## config.mk

```make
export PLATFORM = sky130hd
export DESIGN_NAME = fetch_stage
export DESIGN_NICKNAME = d
export VERILOG_FILES = /design/src/rtl/fetch_stage_pkg.sv /design/src/rtl/fetch_stage.sv
export SDC_FILE = /design/constraint.sdc
export NUM_CORES = 1
export LEC_CHECK = 0
export ABC_AREA = 1
export CORE_MARGIN = 5
export CORE_UTILIZATION = 47
export DETAILED_ROUTE_END_ITERATION = 12
export PLACE_DENSITY = 0.81
export SLEW_MARGIN = 0
export SYNTH_ARGS = -nofsm -noshare
export SYNTH_HDL_FRONTEND = slang
export SYNTH_SLANG_ARGS = --single-unit
```

## constraint.sdc

```tcl
create_clock -name clk -period 2.2 [get_ports clk]
set_input_delay 0.55 -clock clk [delete_from_list [all_inputs] [get_ports clk]]
set_output_delay 0.55 -clock clk [all_outputs]
set_load 0.05 [all_outputs]
```

## src/rtl/fetch_stage_pkg.sv

```systemverilog
// Shared core constants: bubble encoding, default boot address, RV32I
// major opcodes, and a word-alignment helper. Imported by fetch, decode,
// immediate_generator and the control decoder.
package fetch_stage_pkg;

   // addi x0,x0,0 -- the canonical bubble
   localparam logic [31:0] NOP_INST         = 32'h0000_0013;
   // BIOS base
   localparam logic [31:0] RESET_PC_DEFAULT = 32'h4000_0000;

   // RV32I major opcodes (inst[6:0])
   localparam logic [6:0] OPC_LUI    = 7'b0110111;
   localparam logic [6:0] OPC_AUIPC  = 7'b0010111;
   localparam logic [6:0] OPC_JAL    = 7'b1101111;
   localparam logic [6:0] OPC_JALR   = 7'b1100111;
   localparam logic [6:0] OPC_BRANCH = 7'b1100011;
   localparam logic [6:0] OPC_LOAD   = 7'b0000011;
   localparam logic [6:0] OPC_STORE  = 7'b0100011;
   localparam logic [6:0] OPC_OPIMM  = 7'b0010011;
   localparam logic [6:0] OPC_OP     = 7'b0110011;
   localparam logic [6:0] OPC_SYSTEM = 7'b1110011;

   // Clear the low two bits; misaligned targets are aligned silently.
   function automatic logic [31:0] word_align(input logic [31:0] a);
      return a & 32'hFFFF_FFFC;
   endfunction

endpackage

```

## src/rtl/fetch_stage.sv

```systemverilog
// Instruction-fetch stage.
// Holds the fetch PC, drives a 1-cycle-latency synchronous instruction
// memory, and presents inst/pc/inst_valid to decode. Stalls freeze fetch
// and hold decode-facing outputs; redirects restart fetch with one bubble.
//
// Ports:
//   clk, rst          core clock, synchronous active-high reset
//   stall             hazard unit freeze
//   redirect          taken branch/jump; restart at redirect_pc
//   redirect_pc[31:0] target byte address (bits [1:0] forced to 0)
//   imem_en           memory read enable
//   imem_addr[31:0]   memory byte address (word aligned)
//   imem_dout[31:0]   read data for the previous cycle's address
//   inst[31:0]        instruction to decode
//   pc[31:0]          PC of inst
//   inst_valid        inst is real, not a bubble
module fetch_stage
   import fetch_stage_pkg::*;
#(
   parameter logic [31:0] RESET_PC = RESET_PC_DEFAULT,
   parameter logic [31:0] NOP      = NOP_INST
) (
   input  logic        clk,
   input  logic        rst,
   input  logic        stall,
   input  logic        redirect,
   input  logic [31:0] redirect_pc,
   output logic        imem_en,
   output logic [31:0] imem_addr,
   input  logic [31:0] imem_dout,
   output logic [31:0] inst,
   output logic [31:0] pc,
   output logic        inst_valid
);

   // BUBBLE: nothing valid returning. RUN: memory data is live.
   // HOLD: memory data was captured on the first stalled cycle.
   typedef enum logic [1:0] {
      BUBBLE = 2'd0,
      RUN    = 2'd1,
      HOLD   = 2'd2
   } state_t;

   state_t      state, state_n;
   logic [31:0] fetch_pc, fetch_pc_n;
   logic [31:0] pc_d, pc_d_n;
   logic [31:0] hold_inst, hold_inst_n;

   // Next-state and register updates; redirect outranks stall.
   always_comb begin
      state_n     = state;
      fetch_pc_n  = fetch_pc;
      pc_d_n      = pc_d;
      hold_inst_n = hold_inst;
      if (redirect) begin
         fetch_pc_n = word_align(redirect_pc);
         pc_d_n     = word_align(redirect_pc);
         state_n    = BUBBLE;
      end else if (stall) begin
         // Memory keeps re-reading fetch_pc, but the word in decode must
         // survive, so capture it once on entry to the stall.
         if (state == RUN) begin
            state_n     = HOLD;
            hold_inst_n = imem_dout;
         end
      end else begin
         fetch_pc_n = fetch_pc + 32'd4;
         pc_d_n     = fetch_pc;
         state_n    = RUN;
      end
   end

   always_ff @(posedge clk) begin
      if (rst) begin
         state     <= BUBBLE;
         fetch_pc  <= RESET_PC;
         pc_d      <= RESET_PC;
         hold_inst <= NOP;
      end else begin
         state     <= state_n;
         fetch_pc  <= fetch_pc_n;
         pc_d      <= pc_d_n;
         hold_inst <= hold_inst_n;
      end
   end

   // Reset overrides outputs combinationally so the reset cycle itself
   // shows reset values even when it interrupts a stall or redirect.
   always_comb begin
      imem_en    = !rst;
      imem_addr  = rst ? RESET_PC : fetch_pc;
      pc         = rst ? RESET_PC : pc_d;
      inst       = NOP;
      inst_valid = 1'b0;
      if (!rst) begin
         case (state)
            RUN: begin
               inst       = imem_dout;
               inst_valid = 1'b1;
            end
            HOLD: begin
               inst       = hold_inst;
               inst_valid = 1'b1;
            end
            default: begin
               inst       = NOP;
               inst_valid = 1'b0;
            end
         endcase
      end
   end

endmodule
```

==> metrics.txt <==
Mapped Cells=835; Compound-Gate Fraction of Synth Area=0.1691; dpl cells=1119; drt drc=0; CTS tree=done; crit share post-route=1.009; CTS Buf Count=9; worst path required time=1.65 ns; Synth async-reset ratio=0; Core Area=10940 µm²; largest net degree at the start of global routing=34; Initial DRT Pass Iterations=7; max_cap viols=0; antenna fix cells=0; crit path capture type=output port; nets@finish=1067; CTS H-tree depth=3; die height=115.9 µm; gr usage total=0.2627; Post-synth EDFFs=0; sequential fraction of the synthesis area=0.3572; commonest non-fill, non-tap cell in the layout=nand2_1; CTS Root Cell=clkbuf_16; Top Ports=166; maximum vdd drop=0.4364 mV; Post-Syn Area=5268 µm²; register area=1883 µm²; Final Max Slew Viols=0; vias in the first global route=5970; initial antenna violation count=0; post-synthesis mux area share=0; DPL Wire Length=12310 µm; Finished Layout Cells=1141; Synth Area per Inst=6.308 µm²; row cnt=38; Pleak=3.350 nW; area of the multi-input gates=3115 µm²; Final WS setup=-0.01997 ns; die width=115.9 µm; CTS Sinks=94; clk_lat worst skew=0.34 ns; clock-pin slew on the worst setup and hold paths=0.07 ns; Worst Path Max Fanout=7; hold depth=2; final wirelength=18020 µm; crit-path leading delay family=buffers and inverters; count of cell types in the netlist=37; Worst path depth=7; CP cell instances=inv_1, ha_4, nor2_4, inv_4, clkbuf_16, a21oi_4, buf_6; maximum root-to-sink buffer count=2; post-layout util=0.7865; RSZ-0062 raised after global routing=true; status=finished, violations left; Wirelength per Cell=15.79 µm; Antenna Violating Nets Remaining=0; Synth warnings=0; Simple-Gate Fraction of Synth Area=0.3380; Arr. time, crit path=1.67 ns; HP Class=reg2reg; delay of the slowest cell on the worst path=0.34 ns; final hold vios=0; Synth Area in Adders=0.007126; ys flop type=dfxtp_1; grt total ovfl=0; R2R cell count=9; worst reg2reg setup slack=0.43 ns; layout overhead on the synthesized area=63.28%; min Tclk post-route=2.220 ns; XOR/XNOR Fraction of Synth Area=0.003325; critical path startpoint category=flip-flop; DR vias=6152; fill count=714; gp weighted congestion=0.9539; WS Path Type=reg2out; first-pass GRT wire length=28610 µm; combinational family with the most area after synthesis=simple AND/OR/NAND/NOR gates; Worst path slowest cell=dfxtp_2; layout cells sized above 1=0.2268; Buffers & Inverters on Critical Path=4; Post-CTS Hold Fix Bufs=0; Clock Skews=0.006975 ns; Setup WS pre-CTS=-0.03921 ns; initial drt markers=584; starting density of the core=0.4817; Yosys reg bits=94; most frequent cells in the layout=246 x nand2_1, 105 x inv_1, 93 x dfxtp_1; Hold WS=0.4632 ns; IO Port Bufs=159; vias per inst=5.392; PwrDens=517.3 nW/µm²; violated checks=negative setup slack; Max Clk Rate=450.5 MHz; Total Die Area=13420 µm²; post-route setup TNS=-0.1357 ns; # setup viols final=11
[per-layer routing]
metal / routed length [µm] / vias to the layer above / track usage
li1: - / 2979 / -
met1: 7165 / 2800 / 0.3257
met2: 8589 / 323 / 0.4369
met3: 1698 / 50 / 0.05431
met4: 567 / 0 / 0.1230
met5: 0 / - / 0
[cell usage after synthesis, types with 6 or more instances]
library cell	n	area, µm²
nand2_2	6	37.54
nand3_1	37	185.2
o21ai_0	36	180.2
buf_2	14	70.07
nor2_4	9	101.4
a31oi_1	8	50.05
dfxtp_1	94	1882
buf_4	7	52.55
o211ai_1	13	97.59
nand2_1	246	923.4
a21oi_1	79	395.4
clkbuf_1	19	71.32
o221ai_1	8	70.07
nor2_1	98	367.9
inv_1	106	397.9
[layout make-up]
cell class | instances | share of cell area
clock inverter | 5 | 0.006837
clock buffer | 11 | 0.02822
inverter | 112 | 0.04917
sequential | 94 | 0.2189
tap | 140 | 0.02037
timing repair buffer | 194 | 0.3142
multi-input combinational | 585 | 0.3622
[worst register-to-register path, cell delays in order (launching register included)]
cell,delay [ns]
dfxtp_1,0.37
inv_1,0.07
ha_1,0.21
buf_12,0.18
inv_1,0.12
nor2_2,0.07
inv_1,0.07
buf_4,0.33
nand2_1,0.11
a21oi_1,0.17
[kinds of logic after synthesis]
logic type                 Yosys count
xor gates and xnor gates             2
and+or+nand+nor                    417
buffers and inverters              159
AOI/OAI and AO/OA                  159
other                                1
adders and majority gates            3
DFF                                 94
[power by group]
| group | leakage (nW) | switching [mW] | internal [mW] |
|---|---|---|---|
| Sequential | 0.771 | 0.0579 | 1.78 |
| Clock | 0.142 | 0.667 | 0.913 |
| Combinational | 2.44 | 0.586 | 0.442 |
| Total | 3.35 | 1.31 | 3.14 |
[metrics by stage]
step,total power [mW],instance area (µm²)
floorplan,2.401,5648
global placement,2.857,8003
detailed placement,2.871,8003
CTS,4.445,8483
global route,4.613,8601
finish,4.449,8601
[sequential cells by signal, indices dropped and copies added, names as in the netlist]
signal and cells:
hold_inst 32, fetch_pc 30, pc_d 30, state 2
[path summary, 6_finish.rpt]
kind,start,endpoint
max reg2reg,state[1],hold_inst[18]
min,hold_inst[8],hold_inst[8]
min reg2reg,hold_inst[8],hold_inst[8]
max,state[0],inst[21]
[what timing repair did]
action | CTS | global route
buffers inserted | 1 | 3
pin swaps | 1 | 0
hold endpoints to repair | 0 | 0
endpoints found under the setup margin | 29 | 32
gates resized for setup | 33 | 11
gates cloned | 2 | 1
No activity file was read; power rests on OpenSTA's default activity.
